===== src/rtl/fetch_pkg.sv =====
// Shared types and constants for the RV64 instruction-fetch stage.
package fetch_pkg;

    typedef enum logic [1:0] {
        BOOT = 2'b00,
        RUN  = 2'b01,
        TRAP = 2'b10
    } fetch_state_t;

    typedef enum logic [1:0] {
        ERR_NONE     = 2'b00,
        ERR_MISALIGN = 2'b01,
        ERR_RANGE    = 2'b10
    } fetch_err_t;

    typedef struct packed {
        logic [63:0] pc;
        logic [31:0] instr;
    } fetch_entry_t;

    localparam logic [31:0] NOP_INSTR = 32'h00000013;

endpackage


===== src/rtl/fetch_queue.sv =====
// Small circular fetch queue of {pc, instr} entries with flush.
// An empty queue presents pc 0 and the NOP as its head.
module fetch_queue
    import fetch_pkg::*;
#(
    parameter int unsigned QDEPTH = 2
) (
    input  logic         clk,
    input  logic         rst_n,
    input  logic         flush_i,
    input  logic         push_i,
    input  logic         pop_i,
    input  fetch_entry_t wdata_i,
    output logic         full_o,
    output logic         empty_o,
    output fetch_entry_t head_o
);

    localparam int unsigned IDXW = (QDEPTH > 1) ? $clog2(QDEPTH) : 1;
    localparam logic [IDXW:0] PTR_ONE = {{IDXW{1'b0}}, 1'b1};

    // The extra MSB tells a wrapped-around full queue from an empty one.
    logic [IDXW:0] wr_ptr_q;
    logic [IDXW:0] rd_ptr_q;
    fetch_entry_t  mem_q [QDEPTH];

    logic do_push;
    logic do_pop;

    assign empty_o = (wr_ptr_q == rd_ptr_q);
    assign full_o  = (wr_ptr_q[IDXW] != rd_ptr_q[IDXW]) &&
                     (wr_ptr_q[IDXW-1:0] == rd_ptr_q[IDXW-1:0]);

    assign do_pop  = pop_i && !empty_o && !flush_i;
    assign do_push = push_i && (!full_o || do_pop) && !flush_i;

    always_ff @(posedge clk or negedge rst_n) begin
        if (!rst_n) begin
            wr_ptr_q <= '0;
            rd_ptr_q <= '0;
        end else if (flush_i) begin
            wr_ptr_q <= '0;
            rd_ptr_q <= '0;
        end else begin
            if (do_push) wr_ptr_q <= wr_ptr_q + PTR_ONE;
            if (do_pop)  rd_ptr_q <= rd_ptr_q + PTR_ONE;
        end
    end

    always_ff @(posedge clk) begin
        if (do_push) mem_q[wr_ptr_q[IDXW-1:0]] <= wdata_i;
    end

    always_comb begin
        head_o.pc    = '0;
        head_o.instr = NOP_INSTR;
        if (!empty_o) head_o = mem_q[rd_ptr_q[IDXW-1:0]];
    end

endmodule


===== src/rtl/fetch_unit.sv =====
// RV64 fetch stage: owns the PC, drives instr_mem, queues fetched words for
// decode, and handles execute redirects and traps on illegal fetch targets.
module fetch_unit
    import fetch_pkg::*;
#(
    parameter logic [63:0] RESET_PC   = 64'h0,
    parameter int unsigned IMEM_DEPTH = 1024,
    parameter int unsigned QDEPTH     = 2
) (
    input  logic        clk,
    input  logic        reset,
    input  logic        redirect_valid,
    input  logic [63:0] redirect_pc,
    input  logic        id_ready,
    output logic        mem_read,
    output logic [63:0] mem_addr,
    input  logic [31:0] mem_instr,
    input  logic        mem_instr_valid,
    output logic        if_valid,
    output logic [63:0] if_pc,
    output logic [31:0] if_instr,
    output logic        fetch_err,
    output logic [1:0]  err_code
);

    localparam logic [63:0] IMEM_BYTES = 64'(IMEM_DEPTH) * 64'd4;

    fetch_state_t state_q;
    fetch_err_t   err_q;
    logic         fetch_err_q;
    logic [63:0]  pc_q;

    logic         q_full;
    logic         q_empty;
    fetch_entry_t q_head;
    fetch_entry_t q_wdata;

    logic         redirect_act;
    logic         pop_req;
    logic         push;
    logic [63:0]  pc_next;

    assign redirect_act = redirect_valid && (state_q != BOOT);
    assign if_valid     = !q_empty;
    assign pop_req      = if_valid && id_ready;

    // A full queue may still fetch when the head leaves in the same cycle.
    assign mem_read = (state_q == RUN) && (!q_full || pop_req);
    assign mem_addr = pc_q;
    assign push     = mem_read && mem_instr_valid && !redirect_act;
    assign pc_next  = pc_q + 64'd4;

    assign q_wdata.pc    = pc_q;
    assign q_wdata.instr = mem_instr;

    assign if_pc     = q_head.pc;
    assign if_instr  = q_head.instr;
    assign fetch_err = fetch_err_q;
    assign err_code  = err_q;

    fetch_queue #(
        .QDEPTH(QDEPTH)
    ) u_queue (
        .clk     (clk),
        .rst_n   (reset),
        .flush_i (redirect_act),
        .push_i  (push),
        .pop_i   (pop_req),
        .wdata_i (q_wdata),
        .full_o  (q_full),
        .empty_o (q_empty),
        .head_o  (q_head)
    );

    always_ff @(posedge clk or negedge reset) begin
        if (!reset) begin
            state_q     <= BOOT;
            pc_q        <= RESET_PC;
            err_q       <= ERR_NONE;
            fetch_err_q <= 1'b0;
        end else if (redirect_act) begin
            if (redirect_pc[1:0] != 2'b00) begin
                state_q     <= TRAP;
                err_q       <= ERR_MISALIGN;
                fetch_err_q <= 1'b1;
            end else if (redirect_pc >= IMEM_BYTES) begin
                state_q     <= TRAP;
                err_q       <= ERR_RANGE;
                fetch_err_q <= 1'b1;
            end else begin
                state_q     <= RUN;
                pc_q        <= redirect_pc;
                err_q       <= ERR_NONE;
                fetch_err_q <= 1'b0;
            end
        end else begin
            unique case (state_q)
                BOOT: state_q <= RUN;
                RUN: begin
                    // The last legal word is still queued; pc parks on it.
                    if (push) begin
                        if (pc_next >= IMEM_BYTES) begin
                            state_q     <= TRAP;
                            err_q       <= ERR_RANGE;
                            fetch_err_q <= 1'b1;
                        end else begin
                            pc_q <= pc_next;
                        end
                    end
                end
                TRAP: state_q <= TRAP;
                default: begin
                    state_q     <= TRAP;
                    err_q       <= ERR_RANGE;
                    fetch_err_q <= 1'b1;
                end
            endcase
        end
    end

endmodule


===== config.mk =====
export PLATFORM = sky130hd
export DESIGN_NAME = fetch_unit
export DESIGN_NICKNAME = d
export VERILOG_FILES = /design/src/rtl/fetch_pkg.sv /design/src/rtl/fetch_queue.sv /design/src/rtl/fetch_unit.sv
export SDC_FILE = /design/constraint.sdc
export NUM_CORES = 1
export LEC_CHECK = 0
export ABC_AREA = 1
export BUFFER_PORTS_ARGS = -buffer_cell sky130_fd_sc_hd__buf_4
export CORE_MARGIN = 4
export CORE_UTILIZATION = 40
export CTS_BUF_LIST = sky130_fd_sc_hd__clkbuf_16
export DETAILED_ROUTE_END_ITERATION = 8
export PLACE_DENSITY_LB_ADDON = 0.3
export RECOVER_POWER = 25
export SETUP_SLACK_MARGIN = 0.1
export SLEW_MARGIN = 10
export SYNTH_ARGS = -nofsm -noshare
export SYNTH_HDL_FRONTEND = slang
export SYNTH_SLANG_ARGS = --single-unit

===== constraint.sdc =====
create_clock -name clk -period 8.8 [get_ports clk]
set_input_delay 0.44 -clock clk [delete_from_list [all_inputs] [get_ports clk]]
set_output_delay 0.44 -clock clk [all_outputs]
set_load 0.01 [all_outputs]

==> impl_metrics.yaml <==
power:
  irDropWorstVdd_mv: 0.133
  power.density_mw_per_mm2: 167
  p_leak_nw: 7.04
setup_path:
  cp.depth: 6
  crit_type: "flop to output port"
  reg2regPathDepth: 18
  path_delay_family: "buffers and inverters"
  startpoint: "u_queue.rd_ptr_q[0]"
  worst-path-buf-inv: 3
  crit_fanout: 56
  crit_required_ns: 8.36
  cp_slowest_stage_delay_ns: 0.81
  cp-start-kind: "flop"
  r2r_start: "mem_addr[2]"
  arrival_ns: 3.48
  cp_common_cell: "buf_4"
  endpoint: "if_instr[6]"
  r2r_slack_ns: 5.14
  crit_slowest_cell: "dfrtp_4"
  reg2reg_to: "mem_addr[6]"
  path_cells: "xnor2_1, nand2_1, clkinv_2, buf_4, a21oi_1, buf_4"
  critPathCaptureType: "output port"
sta:
  fin_crit_ns: 3.92
  finalSetupViolations: 0
  worst_slew_pin_slew_ns: 1.16
  fmax_mhz: 255
  max_slew_margin_pct: 22.6
  clock_skew_ns: 0.0127
  fin_tns_setup_ns: 0
  hold_viol: 0
  fin_crit_sh_pct: 44.5
  slew_viol_final: 0
  rsz0062_at_grt: "false"
synthesis:
  ys_top_cells_by_area: "edfxtp_1 (47%), dfrtp_1 (15%), nand2_1 (15%)"
  ys_seq_area_share_pct: 61.6
  avgSynthCellArea_sq_um: 9.18
  yosysTopAreaCellShare_pct: 46.7
  synth_edf_count: 192
  netlist_top_cells_count: "nand2_1 (483), edfxtp_1 (192), a21oi_1 (148), nor2_1 (132), inv_1 (89)"
  syn-num-nets: 1445
  ys.flop_type: "edfxtp_1"
  ys_warn_count: 0
  netlist_instances: 1343
  synth_cell_types: 37
  synth.most_common_cell: "nand2_1"
  synth_largest_area_cell: "edfxtp_1"
  async_flop_share_pct: 27.5
  ys_seq_elements: 265
  synth_area_sq_mm: 0.0123
global_routing:
  track_usage_pct: 20.5
  grt_pass1_wl_mm: 55.4
  grt_max_degree: 97
  antenna_found_initial: 0
  gr-total-overflow: 0
  grt_pass1_vias: 9966
route:
  drtAntennaViolNets: 0
  via_count: 10300
  wl_per_cell_microns: 17.6
  first_iter_violations: 718
  drt-total-wl_mm: 35.6
  post-route-drc-count: 0
  viasPerCell: 5.09
  dr.pass1.iters: 6
cts:
  clk_latency_ns: 0.54
  cts.sinks: 265
  ctsHtreeMaxLevel: 1
  numCtsBuffers: 28
  cts_tree: "yes"
  cts_setup_buffers: 0
  cts_hold_buf: 0
  clk_transition_reported_paths_ns: 0.06
  cts_resized: 0
  cts_buffer_depth: 3
  cts_root_buf: "clkbuf_16"
worst_hold_path:
  hold_class: "primary input to asynchronous set/reset pin"
place:
  place_hpwl_mm: 24.6
  place_inst: 1967
  portBuffers: 265
  gp_congestion: 0.954
finish:
  antenna_cells: 0
  fillers: 2860
  stdcell_count: 2019
  drive_gt1_share_pct: 20.5
  area_delta_synth_final_pct: 26.2
  nets: 1703
floorplan:
  chipHeight_microns: 184
  initial_core_util_pct: 40.4
  coreArea_sq_mm: 0.0305
  die_w_microns: 184
  die_area_sq_mm: 0.0337
  pin_count: 266
  num_rows: 64
status:
  outcome: "finished, final reports clean"
flow_run:
  max_cap_violations: 0
-- power breakdown --
part	switching [mW]	total (mW)	internal, mW
clock network	0.469	1.15	0.680
registers	0.00393	1.34	1.34
logic	0.0593	0.105	0.0462
-- cells by family after synthesis --
family	after synthesis	synth area share, %
simple gates	747	25.5
flops	265	61.6
compound gates	179	7.40
buf+inv	137	4.42
xor+xnor	14	0.994
fa+ha+maj	1	0.101
-- layout make-up --
type | count | area [sq um] | share of cell area (%)
inverter | 92 | 348 | 2.24
timing repair buffer | 273 | 2010 | 12.9
clock inverter | 23 | 179 | 1.15
tap | 396 | 495 | 3.18
multi-input combinational | 941 | 4210 | 27.1
clock buffer | 29 | 726 | 4.66
sequential | 265 | 7600 | 48.8
-- metal layers --
metal	track usage (%)	part of all wire, %
met4	3.37	1.3
met5	0	0
met3	3.98	7.8
met2	34.3	48
met1	28.5	43
-- layout by cell type (no fill, tap or decap), drive strengths merged, types with 2 or more instances in the layout --
| cell | n |
|---|---|
| a21boi | 2 |
| a21oi | 148 |
| a31oi | 5 |
| buf | 241 |
| bufinv | 3 |
| clkbuf | 61 |
| clkinv | 17 |
| dfrtp | 73 |
| edfxtp | 192 |
| inv | 94 |
| nand2 | 489 |
| nand3 | 63 |
| nand3b | 4 |
| nand4 | 22 |
| nor2 | 146 |
| nor3 | 9 |
| nor4 | 13 |
| o21ai | 22 |
| xnor2 | 4 |
| xor2 | 10 |
-- registers in the layout, summed over array words and instances, names as in the netlist --
register          count
mem_addr             64
u_queue.rd_ptr_q      2
state_q               2
fetch_err             1
u_queue.mem_q       192
err_code              2
u_queue.wr_ptr_q      2
-- worst min-delay path by stage --
| stage | end | slack, ns | cells past startpoint |
|---|---|---|---|
| after floorplan | err_code[0] | 0.14 | 0 |
| after global placement | err_code[1] | 0.46 | 2 |
| after detailed placement | err_code[1] | 0.46 | 2 |
| after CTS | u_queue.mem_q[0][29] | 0.06 | 1 |
| after global routing | u_queue.mem_q[1][0] | 0.09 | 1 |
| final | mem_addr[6] | 0.06 | 1 |
-- through the flow --
step	setup WS (ns)	cell area, sq um	total power [mW]	hold slack [ns]	utilization [%]
floorplan	0.688	12300	1.41	0.144	-
global placement	5.07	14700	1.47	0.461	48.2
detailed placement	5.13	14700	1.48	0.465	48.2
CTS	4.77	15600	2.63	0.0617	51.1
global route	4.58	15600	2.69	0.0854	51.0
finish	4.88	15600	2.59	0.0611	51.0
Note: power is estimated with default switching activity, not from simulation.
